### config.mk
export PLATFORM = sky130hd
export DESIGN_NAME = edsac_word_deserializer
export DESIGN_NICKNAME = d
export VERILOG_FILES = /design/src/rtl/edsac_word_deserializer.sv
export SDC_FILE = /design/constraint.sdc
export NUM_CORES = 1
export LEC_CHECK = 0
export CAP_MARGIN = 20
export CORE_UTILIZATION = 59
export CTS_BUF_LIST = sky130_fd_sc_hd__clkbuf_16
export CTS_CLUSTER_DIAMETER = 60
export CTS_CLUSTER_SIZE = 16
export DETAILED_ROUTE_END_ITERATION = 12
export PLACE_DENSITY = 0.83
export REMOVE_ABC_BUFFERS = 1
export SYNTH_ARGS = -nofsm -noshare
export SYNTH_HDL_FRONTEND = slang
export SYNTH_SLANG_ARGS = --single-unit
### constraint.sdc
create_clock -name clk_in -period 7.15 [get_ports clk_in]
set_clock_uncertainty 0.2 [all_clocks]
set_input_delay 1.43 -clock clk_in [delete_from_list [all_inputs] [get_ports clk_in]]
set_output_delay 1.43 -clock clk_in [all_outputs]
set_load 0.05 [all_outputs]
### src/rtl/edsac_word_deserializer.sv
// EDSAC serial word recovery: counts synchronised pulse edges per digit slot,
// decides each digit and assembles MSB-first 35-bit words framed by a spacing slot.
module edsac_word_deserializer #(
   parameter int BIT_CYCLES = 200,
   parameter int NUM_WIDTH  = 35,
   parameter int MIN_EDGES  = 4
) (
   input  logic                 clk_in,
   input  logic                 rst,
   input  logic                 in_sig,
   input  logic                 align,
   output logic                 bit_out,
   output logic                 bit_valid,
   output logic [NUM_WIDTH-1:0] word_out,
   output logic                 word_valid,
   output logic                 spacing_err
);

   localparam int SLOT_W  = $clog2(BIT_CYCLES);
   localparam int DIGIT_W = $clog2(NUM_WIDTH + 1);

   // Edge counter never wraps so long bursts still read as a one.
   function automatic logic [3:0] sat_inc(input logic [3:0] cnt, input logic inc);
      if (inc && cnt != 4'hF)
         return cnt + 4'd1;
      return cnt;
   endfunction

   function automatic logic decide(input logic [3:0] cnt);
      return cnt >= 4'(MIN_EDGES);
   endfunction

   logic                 in_sync_p0;
   logic                 in_sync_p1;
   logic                 in_prev_p2;
   logic                 edge_p2;
   logic [SLOT_W-1:0]    slot_cnt;
   logic [DIGIT_W-1:0]   digit;
   logic [3:0]           edge_cnt;
   logic [3:0]           edge_cnt_nxt;
   logic [NUM_WIDTH-1:0] shreg;
   logic                 slot_end;
   logic                 bit_dec;

   // Stage p0/p1: synchroniser; p2: previous-value register for rising-edge detect
   always_ff @(posedge clk_in or posedge rst) begin
      if (rst) begin
         in_sync_p0 <= 1'b0;
         in_sync_p1 <= 1'b0;
         in_prev_p2 <= 1'b0;
      end else begin
         in_sync_p0 <= in_sig;
         in_sync_p1 <= in_sync_p0;
         in_prev_p2 <= in_sync_p1;
      end
   end

   assign edge_p2      = in_sync_p1 & ~in_prev_p2;
   assign edge_cnt_nxt = sat_inc(edge_cnt, edge_p2);
   assign slot_end     = (slot_cnt == SLOT_W'(BIT_CYCLES - 1));
   assign bit_dec      = decide(edge_cnt_nxt);

   // Slot / frame stage: the edge on the slot-end cycle still counts toward the decision
   always_ff @(posedge clk_in or posedge rst) begin
      if (rst) begin
         slot_cnt    <= '0;
         digit       <= '0;
         edge_cnt    <= '0;
         shreg       <= '0;
         bit_out     <= 1'b0;
         bit_valid   <= 1'b0;
         word_out    <= '0;
         word_valid  <= 1'b0;
         spacing_err <= 1'b0;
      end else begin
         bit_valid  <= 1'b0;
         word_valid <= 1'b0;
         if (align) begin
            slot_cnt    <= '0;
            digit       <= '0;
            edge_cnt    <= '0;
            shreg       <= '0;
            spacing_err <= 1'b0;
         end else if (slot_end) begin
            slot_cnt <= '0;
            edge_cnt <= '0;
            if (digit < DIGIT_W'(NUM_WIDTH)) begin
               shreg     <= {shreg[NUM_WIDTH-2:0], bit_dec};
               bit_out   <= bit_dec;
               bit_valid <= 1'b1;
               digit     <= digit + DIGIT_W'(1);
            end else begin
               word_out    <= shreg;
               word_valid  <= 1'b1;
               spacing_err <= spacing_err | bit_dec;
               digit       <= '0;
            end
         end else begin
            slot_cnt <= slot_cnt + SLOT_W'(1);
            edge_cnt <= edge_cnt_nxt;
         end
      end
   end

endmodule

==> Flow_metrics.wiki <==
{| class="wikitable"
! Metric !! Value
|-
| Violation count after the first detailed-routing iteration || around 120
|-
| Input/output buffers || 42
|-
| Vias/cell || 5.946
|-
| Post-Syn Area || between 3000 and 4000 um2
|-
| Initial Util || roughly 61%
|-
| Clk Latency, worst-skew pair || approximately 0.34 ns
|-
| Mean instance size in the synthesized netlist || between 10 and 15 um2
|-
| Worst-case clock buffer depth || 2
|-
| # H-tree levels || 3
|-
| Standard cell area after detailed placement || ~4400 um2
|-
| IO Pins || 43
|-
| Required time worst endpoint || about 7.2 ns
|-
| Setup TNS || 0 ns
|-
| Fmax achieved || around 0.29 GHz
|-
| First-pass iteration count of the detailed router || 4
|-
| Max-slew violation count || 0
|-
| Ratio of cells with drive above 1 in the final layout || around a fifth
|-
| Number of antenna cells inserted || 0
|-
| Final antenna-violating net count || 0
|-
| Cts repair resizes || 0
|-
| Worst flop-to-flop path startpoint || slot_cnt[0]$_DFF_PP0_
|-
| Worst rel slew slack || around 41%
|-
| Global-route wire length before repair || around 12 mm
|-
| Aggregate global routing overflow || 0
|-
| Final setup violation count || 0
|-
| Number of enable flip-flop cells after synthesis || 0
|-
| Total power density per cell area || approximately 220 nW/um2
|-
| Max Fanout on Critical Path || 37
|-
| Max-cap violation count || 0
|-
| Root cell of the clock tree || sky130_fd_sc_hd__clkbuf_16
|-
| Kind of critical path || in -> reg
|-
| Multiplexer share of the synthesized area || 13.04%
|-
| Reg clk slew, reported paths || 0.07 ns
|-
| Minimum setup slack among reg-to-reg paths || 4.44 ns
|-
| Dominant register cell in the synthesized netlist || sky130_fd_sc_hd__dfrtp_1
|-
| Peak VDD IR || 174.7 uV
|-
| Clk sinks || 95
|-
| Core area || roughly 6400 um2
|-
| Placer congestion estimate || 0.8658
|-
| Arrival time at the worst endpoint || ~3.5 ns
|-
| Hold buffers post-CTS || 0
|-
| Chip height || 83.34 um
|-
| Arithmetic-cell share of the synthesized area counting full adders, half adders and majority gates || 0.9615%
|-
| Signed area change from the synthesized netlist to the final layout || 19.26%
|-
| Final #Nets || 315
|-
| Total number of vias || roughly 2300
|-
| Area share of the largest cell type after synthesis || 60.90%
|-
| Unrepaired setup endpoints after global routing || false
|-
| Pin count of the biggest net entering global routing || 71
|-
| Number of buffers inserted by post-CTS setup repair || 0
|-
| Post-DP HPWL || approximately 4.3 mm
|-
| Result of the run || finished clean
|-
| Residual DRC || 0
|-
| Synthesized-area fraction occupied by ao, oa, aoi and oai cells || approximately 14%
|-
| Die footprint || 6946 um2
|-
| Per-cell routed wire length || 17.45 um
|-
| Leakage power figure || between 2 and 2.5 nW
|-
| Cells after synthesis || 264
|-
| Sequential cell area fraction in the yosys report || around 60%
|-
| Fill cells || 424
|-
| Final critical delay including setup and external delays || 3.497 ns
|-
| Placement row count || 29
|-
| Main combinational cell family by area after synthesis || compound AO/OA/AOI/OAI gates
|-
| Main area contributors after synthesis || sky130_fd_sc_hd__dfrtp_1 61%, sky130_fd_sc_hd__mux2_4 11%, sky130_fd_sc_hd__a22o_1 8.1%, sky130_fd_sc_hd__mux2_2 2.0%, sky130_fd_sc_hd__buf_6 1.7%
|-
| Yosys cell types || 48
|-
| Final Hold Violating Endpoints || 0
|-
| CTS tree || built
|-
| X dimension of the die || approximately 83 um
|-
| Library cell with the largest summed area after synthesis || sky130_fd_sc_hd__dfrtp_1
|-
| Final Instance Area || 4656 um2
|-
| Number of antenna violations at the first check in global routing || 0
|-
| Area share of and/or/nand/nor cells after synthesis || between 6 and 7%
|-
| Element type at the critical path end || flip-flop
|-
| Overall fraction of global-route tracks in use || a little over a fifth
|-
| Part of the cycle the worst path needs || around half
|-
| Detailed-route wire length || around 7 mm
|-
| Async set-or-reset flop fraction in the synthesized netlist || 100.0%
|-
| Count of warnings emitted by yosys || 0
|-
| Vias in the first global route || 2316
|-
| Beginning of the worst hold path || in_sync_p0$_DFF_PP0_
|-
| Type of origin of the critical path || input pin
|-
| Xor and xnor fraction of the mapped netlist area || 0.8974%
|-
| Total of flip-flops plus latches after synthesis || 95
|-
| Slew at the pin with the worst max-slew slack || 0.8880 ns
|-
| Type of the tightest min-delay check || reg -> reg
|-
| Beginning of the critical path || align
|-
| CTS buffer count || 9
|}
-- registers in the layout (all words and copies together) (netlist names) --
| signal | flops |
|---|---|
| shreg | 35 |
| word_out | 35 |
| slot_cnt | 8 |
| digit | 6 |
| edge_cnt | 4 |
| bit_out | 1 |
| bit_valid | 1 |
| in_prev_p2 | 1 |
| in_sync_p0 | 1 |
| in_sync_p1 | 1 |
| spacing_err | 1 |
| word_valid | 1 |
-- logic make-up after synthesis --
logic type	after synthesis
flops	95
compound gates	65
simple gates	40
mux	36
buf+inv	21
xor+xnor	4
fa+ha+maj	3
-- Yosys cell counts, types with 2 or more instances --
cell type	instances
sky130_fd_sc_hd__buf_6	6
sky130_fd_sc_hd__buf_2	5
sky130_fd_sc_hd__mux2_2	7
sky130_fd_sc_hd__nor2_1	6
sky130_fd_sc_hd__inv_1	7
sky130_fd_sc_hd__mux2_4	28
sky130_fd_sc_hd__xnor2_1	2
sky130_fd_sc_hd__o31ai_1	3
sky130_fd_sc_hd__nor3_1	3
sky130_fd_sc_hd__ha_1	3
sky130_fd_sc_hd__o311ai_0	2
sky130_fd_sc_hd__a22o_1	36
sky130_fd_sc_hd__nand2_1	4
sky130_fd_sc_hd__a21oi_1	6
sky130_fd_sc_hd__or3_1	4
sky130_fd_sc_hd__xor2_1	2
sky130_fd_sc_hd__a31oi_1	2
sky130_fd_sc_hd__and4b_1	2
sky130_fd_sc_hd__o21ai_0	6
sky130_fd_sc_hd__nand3_1	7
sky130_fd_sc_hd__dfrtp_1	95
sky130_fd_sc_hd__o41ai_1	2
-- worst max-delay path, stage by stage --
cell and delay, ns:
sky130_fd_sc_hd__clkdlybuf4s50_1 0.55, sky130_fd_sc_hd__inv_1 0.24, sky130_fd_sc_hd__nand4_4 0.70, sky130_fd_sc_hd__mux2_4 0.57
-- area by class of cell --
type	instances	area, um2	area share [%]
Inverter	8	31.28	0.6719
Sequential cell	95	2377	51.06
Clock inverter	7	62.56	1.344
Clock buffer	9	225.2	4.837
Timing Repair Buffer	46	470.5	10.10
Tap cell	77	96.34	2.069
Multi-Input combinational cell	148	1393	29.91
-- stage by stage --
stage | total power, mW | worst slack (ns) | util (%) | hold slack, ns | instances
CTS | 1.036 | 3.649 | 72.90 | 0.1555 | 390
global route | 1.065 | 3.538 | 72.90 | 0.1636 | 390
global placement | 0.5786 | 3.328 | 67.97 | 0.1339 | 373
floorplan | 0.5699 | 3.043 | - | 0.1312 | 251
finish | 1.025 | 3.653 | 72.90 | 0.1513 | 390
detailed placement | 0.5813 | 3.273 | 68.40 | 0.1373 | 374
-- layout by cell type, fill, tap and decap left out, types with 4 or more instances in the layout --
cell	n
sky130_fd_sc_hd__a22o_1	36
sky130_fd_sc_hd__clkbuf_16	9
sky130_fd_sc_hd__nand3_1	7
sky130_fd_sc_hd__dfrtp_1	95
sky130_fd_sc_hd__inv_1	6
sky130_fd_sc_hd__nor2_1	6
sky130_fd_sc_hd__mux2_2	7
sky130_fd_sc_hd__nand2_1	4
sky130_fd_sc_hd__a21oi_1	6
sky130_fd_sc_hd__clkdlybuf4s50_1	42
sky130_fd_sc_hd__o21ai_0	6
sky130_fd_sc_hd__or3_1	4
sky130_fd_sc_hd__mux2_4	28
-- power breakdown --
group          total, mW  internal (mW)  switching (mW)
clock              0.455          0.244           0.211
combinational     0.0272        0.00785          0.0194
sequential         0.543          0.540         0.00306
-- layer usage --
layer	part of all wire [%]	track usage (%)	vias up
li1	-	-	1082
met1	48	30.40	1175
met2	47	33.90	51
met3	3.5	4.175	11
met4	1.7	8.621	0
met5	0	0	-
-- worst paths after layout --
check                                      endpoint  cells after the start
max                        word_out[21]$_DFFE_PP0P_                      4
min                            in_sync_p1$_DFF_PP0_                      0
max reg2reg                word_out[21]$_DFFE_PP0P_                      4
min reg2reg                    in_sync_p1$_DFF_PP0_                      0
max in group asynchronous     edge_cnt[1]$_DFF_PP0_                      4
min in group asynchronous       bit_valid$_DFF_PP0_                      3
No activity file was read; power rests on OpenSTA's default activity.
